File: src/rtl/regs_access_ctrl_pkg.sv
// Shared types for the NISC register-file access controller.
// Holds the controller state encoding and the read/write opcode values.
package regs_pkg;

    typedef enum logic [1:0] {IDLE, ISSUE, CAPTURE, RESP} regs_ctrl_state_t;

    localparam logic OP_READ  = 1'b0;
    localparam logic OP_WRITE = 1'b1;

endpackage

File: src/rtl/regs_access_ctrl_if.sv
// Request/response channel between a bus or debug initiator and regs_access_ctrl.
// The master modport is the requester; the slave modport is the controller.
interface regs_access_ctrl_if #(
    parameter int n     = 8,
    parameter int Rsize = 1
);
    logic             req_valid;
    logic             req_ready;
    logic             req_write;
    logic [Rsize-1:0] req_addr;
    logic [n-1:0]     req_wdata;
    logic             rsp_valid;
    logic             rsp_ready;
    logic [n-1:0]     rsp_data;

    modport master (
        output req_valid, req_write, req_addr, req_wdata, rsp_ready,
        input  req_ready, rsp_valid, rsp_data
    );

    modport slave (
        input  req_valid, req_write, req_addr, req_wdata, rsp_ready,
        output req_ready, rsp_valid, rsp_data
    );
endinterface

File: src/rtl/regs_access_ctrl.sv
// Initiator for the 2 x n synchronous register file: hides its one-cycle read latency.
// Define REGS_WRITE_ACK_EN to make writes return a response carrying the pre-write value.
module regs_access_ctrl
    import regs_pkg::*;
#(
    parameter int n     = 8,
    parameter int Rsize = 1
) (
    input  logic             clk,
    input  logic             nReset,
    regs_access_ctrl_if.slave bus,
    output logic             w,
    output logic [n-1:0]     Wdata,
    output logic [Rsize-1:0] Raddr,
    input  logic [n-1:0]     Rdata
);

    regs_ctrl_state_t state_q, state_d;
    logic             w_q, w_d;
    logic [n-1:0]     wdata_q, wdata_d;
    logic [Rsize-1:0] raddr_q, raddr_d;
    logic             rsp_valid_q, rsp_valid_d;
    logic [n-1:0]     rsp_data_q, rsp_data_d;
    logic             req_ready;

    always_ff @(posedge clk or negedge nReset) begin
        if (!nReset) begin
            state_q     <= IDLE;
            w_q         <= 1'b0;
            wdata_q     <= '0;
            raddr_q     <= '0;
            rsp_valid_q <= 1'b0;
            rsp_data_q  <= '0;
        end else begin
            state_q     <= state_d;
            w_q         <= w_d;
            wdata_q     <= wdata_d;
            raddr_q     <= raddr_d;
            rsp_valid_q <= rsp_valid_d;
            rsp_data_q  <= rsp_data_d;
        end
    end

    // In ISSUE the registered write enable doubles as the opcode of the op in flight.
    always_comb begin
        state_d     = state_q;
        w_d         = w_q;
        wdata_d     = wdata_q;
        raddr_d     = raddr_q;
        rsp_valid_d = rsp_valid_q;
        rsp_data_d  = rsp_data_q;
        req_ready   = 1'b0;

        case (state_q)
            IDLE: begin
                req_ready = 1'b1;
                if (bus.req_valid) begin
                    raddr_d = bus.req_addr;
                    wdata_d = bus.req_wdata;
                    w_d     = bus.req_write;
                    state_d = ISSUE;
                end
            end
            ISSUE: begin
                if (w_q == OP_WRITE) begin
`ifdef REGS_WRITE_ACK_EN
                    w_d     = 1'b0;
                    state_d = CAPTURE;
`else
                    req_ready = 1'b1;
                    if (bus.req_valid) begin
                        raddr_d = bus.req_addr;
                        wdata_d = bus.req_wdata;
                        w_d     = bus.req_write;
                    end else begin
                        w_d     = 1'b0;
                        state_d = IDLE;
                    end
`endif
                end else begin
                    state_d = CAPTURE;
                end
            end
            CAPTURE: begin
                w_d         = OP_READ;
                rsp_data_d  = Rdata;
                rsp_valid_d = 1'b1;
                state_d     = RESP;
            end
            RESP: begin
                if (bus.rsp_ready) begin
                    rsp_valid_d = 1'b0;
                    state_d     = IDLE;
                end
            end
            default: begin
                w_d         = 1'b0;
                rsp_valid_d = 1'b0;
                state_d     = IDLE;
            end
        endcase
    end

    assign bus.req_ready = req_ready;
    assign bus.rsp_valid = rsp_valid_q;
    assign bus.rsp_data  = rsp_data_q;
    assign w             = w_q;
    assign Wdata         = wdata_q;
    assign Raddr         = raddr_q;

endmodule
File: src/flat_wrapper.sv
// flat-port wrapper written by rule: the top's interface ports become plain ports
module regs_access_ctrl_flat import regs_pkg::*;
#(
    parameter int n     = 8,
    parameter int Rsize = 1
)
  (clk, nReset, w, Wdata, Raddr, Rdata, bus_req_valid, bus_req_write, bus_req_addr, bus_req_wdata, bus_rsp_ready, bus_req_ready, bus_rsp_valid, bus_rsp_data);
  regs_access_ctrl_if #(.n(n), .Rsize(Rsize)) bus_i ();
  input  logic clk;
  input  logic nReset;
  output logic w;
  output logic [n-1:0] Wdata;
  output logic [Rsize-1:0] Raddr;
  input  logic [n-1:0] Rdata;
  input wire logic [$bits(bus_i.req_valid)-1:0] bus_req_valid;
  input wire logic [$bits(bus_i.req_write)-1:0] bus_req_write;
  input wire logic [$bits(bus_i.req_addr)-1:0] bus_req_addr;
  input wire logic [$bits(bus_i.req_wdata)-1:0] bus_req_wdata;
  input wire logic [$bits(bus_i.rsp_ready)-1:0] bus_rsp_ready;
  output wire logic [$bits(bus_i.req_ready)-1:0] bus_req_ready;
  output wire logic [$bits(bus_i.rsp_valid)-1:0] bus_rsp_valid;
  output wire logic [$bits(bus_i.rsp_data)-1:0] bus_rsp_data;
  assign bus_i.req_valid = bus_req_valid;
  assign bus_i.req_write = bus_req_write;
  assign bus_i.req_addr = bus_req_addr;
  assign bus_i.req_wdata = bus_req_wdata;
  assign bus_i.rsp_ready = bus_rsp_ready;
  assign bus_req_ready = bus_i.req_ready;
  assign bus_rsp_valid = bus_i.rsp_valid;
  assign bus_rsp_data = bus_i.rsp_data;
  regs_access_ctrl #(.n(n), .Rsize(Rsize)) u_core (.clk(clk), .nReset(nReset), .bus(bus_i), .w(w), .Wdata(Wdata), .Raddr(Raddr), .Rdata(Rdata));
endmodule
File: config.mk
export PLATFORM = sky130hd
export DESIGN_NAME = regs_access_ctrl_flat
export DESIGN_NICKNAME = d
export VERILOG_FILES = /design/src/rtl/regs_access_ctrl_pkg.sv /design/src/rtl/regs_access_ctrl_if.sv /design/src/rtl/regs_access_ctrl.sv /design/src/flat_wrapper.sv
export SDC_FILE = /design/constraint.sdc
export NUM_CORES = 1
export LEC_CHECK = 0
export BUFFER_PORTS_ARGS = -buffer_cell sky130_fd_sc_hd__buf_2
export CAP_MARGIN = 20
export CORE_ASPECT_RATIO = 0.9
export CORE_MARGIN = 8
export CORE_UTILIZATION = 45
export CTS_CLUSTER_SIZE = 16
export DETAILED_ROUTE_END_ITERATION = 16
export PLACE_DENSITY_LB_ADDON = 0.25
export SETUP_SLACK_MARGIN = 0.02
export SYNTH_ARGS = -nofsm -noshare
export SYNTH_HDL_FRONTEND = slang
export SYNTH_SLANG_ARGS = --single-unit
File: constraint.sdc
create_clock -name clk -period 2 [get_ports clk]
set_input_delay 0.1 -clock clk [delete_from_list [all_inputs] [get_ports clk]]
set_output_delay 0.1 -clock clk [all_outputs]
set_load 0.05 [all_outputs]
==> out/results.md <==
Placed design
* **number of I/O port buffers** 41
* **Final HPWL DP** 1600 microns
* **GPL Wtd Cong** 0.810
* **Post-DP Area** 0.00116 sq mm

Clock tree
* **clk sink count** 21
* **number of buffers created by CTS** 3
* **clock insertion delay at the later pin of the skew report** 0.30 ns
* **quantity of gates resized following cts** 0
* **CTS H-Tree Depth** 1
* **# hold bufs at CTS** 2
* **buffer cell driving the clock tree root** clkbuf_4
* **deepest clock path buffer count** 2
* **number of buffers inserted to repair setup after CTS** 0
* **Clock transition at path regs** 0.11 ns
* **CTS tree** done

Synth
* **Mapped Cells** 63
* **mean cell area of the mapped netlist** 14.7 sq um
* **post-synthesis cell area** 925 sq um
* **net count of the mapped netlist** 90
* **count of warnings emitted by yosys** 0
* **Synth cell types** 16
* **post-synthesis sequential area ratio** 0.568
* **post-synthesis sequential element count** 21

Worst setup path
* **Bufs and invs on worst path** 1
* **crit path max-delay cell type** dfrtp_1
* **arrival time worst endpoint** 1.92 ns
* **CP Data Required Time** 2.20 ns
* **classification of the worst setup path** reg2reg
* **Setup crit end kind** flip-flop
* **Critical Path Most Common Cell** mux2_2
* **launching element type of the critical path** flip-flop
* **crit-path max cell delay** 0.43 ns
* **ordered list of cells on the worst path** inv_1, ha_1, mux2_2, nand2_4, mux2_2
* **maximum net fanout on the critical path** 9
* **top cell family by delay on the critical path** multiplexers

Route
* **mean routed wirelength per cell** 15.1 microns
* **count of unresolved DRC violations after routing** 0
* **Post-Route WL** 2080 microns
* **Starting DRT DRC Count** 16
* **post-detailed-route count of antenna-violating nets** 0
* **overall via count from detail_route** 684
* **1st-pass router iterations** 5
* **detailed-route vias per instance** 4.96

Min path
* **Hold Startpoint** bus_req_addr
* **worst min path class** in2reg

Die
* **number of placement rows** 15
* **die area** 0.00376 sq mm
* **effective utilization at floorplan** 0.478
* **horizontal extent of the die** 63.8 microns
* **Vert. Die Dim** 59.0 microns
* **# IOs** 42
* **core region area** 0.00193 sq mm

Final layout
* **Layout Area Growth over Synthesis** 34.5%
* **post-route cell area** 0.00124 sq mm
* **net total in the final layout** 141
* **Antenna Cells** 0
* **highest-count cells in the layout ignoring fill and taps** buf_2, dfrtp_1, mux2_2
* **most common cell after layout, fill and taps aside** buf_2
* **fraction of final layout cells sized beyond drive strength 1** 0.575

Global routing
* **pin count of the biggest net entering global routing** 22
* **number of antenna violations at the first check in global routing** 0
* **via count of the first global-routing pass** 781
* **wire length of the first global-routing pass** 3530 microns
* **total track usage** 0.116
* **overall overflow remaining after global route** 0

STA
* **setup repair after global routing missed its margin** false
* **sum of negative setup slack** 0 ns
* **share of the cycle needed by the critical path after routing** 0.863
* **time the worst path needs with I/O delays and setup** 1.73 ns
* **count of pins over their slew limit** 0
* **highest achievable clock rate** 579 MHz
* **Setup Viol. Count Final** 0
* **final number of hold-violating endpoints** 0
* **Tightest Pin Transition** 0.468 ns
* **Rel. slew slack** 0.688
* **post-route clock skew** 0.00303 ns

Run
* **maxcap violations** 0

Outcome
* **status** finished, final reports clean

## area by class of cell
type                            count  area, sq um
Clock buffer                        3         22.5
Clock inverter                      1         5.00
Fill cell                         162          689
Inverter                            3         11.3
Multi-Input combinational cell     38          383
Sequential cell                    21          526
Tap cell                           25         31.3
Timing Repair Buffer               47          265
## worst register-to-register path, cell delays in order (launching register included)
cell and delay (ns):
dfrtp_1 0.43, inv_1 0.12, ha_1 0.22, mux2_2 0.37, nand2_4 0.14, mux2_2 0.36
## per-layer routing
layer / track usage / vias to the layer above / share of wire
met4: 0.0381 / 0 / 0.0048
met5: 0 / - / 0
met2: 0.180 / 34 / 0.44
li1: - / 327 / -
met1: 0.133 / 321 / 0.45
met3: 0.0643 / 2 / 0.10
## synth_stat cells
| library cell | count | area, sq um |
|---|---|---|
| mux2_2 | 18 | 203 |
| inv_1 | 3 | 11.3 |
| nor2b_2 | 1 | 8.76 |
| nand2_4 | 1 | 11.3 |
| a311o_1 | 2 | 20.0 |
| o22ai_1 | 1 | 6.26 |
| nor4b_1 | 1 | 8.76 |
| o32ai_1 | 1 | 8.76 |
| nand3b_1 | 1 | 7.51 |
| buf_2 | 1 | 5.00 |
| a21o_1 | 3 | 22.5 |
| nor2_1 | 2 | 7.51 |
| mux2i_1 | 1 | 10.0 |
| dfrtp_1 | 21 | 526 |
| nor2b_1 | 1 | 6.26 |
| ha_1 | 5 | 62.6 |
## through the flow
stage	util	setup WS [ns]	instances	hold slack [ns]
global placement	0.598	0.325	128	0.0794
detailed placement	0.598	0.282	128	0.0791
CTS	0.623	0.259	134	0.00878
finish	0.643	0.274	138	0.0221
global route	0.643	0.177	138	0.00148
floorplan	-	0.389	63	-0.196
## sequential cells by signal, indices dropped and copies added, names as in the netlist, named ones only
| signal | cells |
|---|---|
| u_core.Wdata | 8 |
| u_core.bus.rsp_data | 8 |
| u_core.bus.rsp_valid | 1 |
| u_core.Raddr | 1 |
| u_core.w | 1 |
| u_core.state_q | 1 |
## cell families (layout without fill, tap and decap cells)
family                   count (synthesis)  in the layout  share of synthesized area
multiplexers                            19             19                      0.230
AO/OA/AOI/OAI                            7              7                     0.0623
adder cells (fa/ha/maj)                  5              5                     0.0677
buffers and inverters                    4             54                     0.0176
flip-flops                              21             21                      0.568
AND/OR/NAND/NOR                          7              7                     0.0541
## path summary, 6_finish.rpt
kind                                           to  slack (ns)  depth (start not counted)
max in group asynchronous  u_core.bus.rsp_data[1]        1.41                          2
setup reg to reg                  u_core.Wdata[4]        0.27                          5
hold / removal                       u_core.Raddr        0.02                          2
min in group asynchronous                u_core.w        0.27                          2
setup / recovery                  u_core.Wdata[4]        0.27                          5
hold reg to reg                      u_core.Raddr        0.51                          1
Power is left out: the tool's default activity adds up to more than one toggle a clock period on the data nets, which glitch-free logic cannot reach.
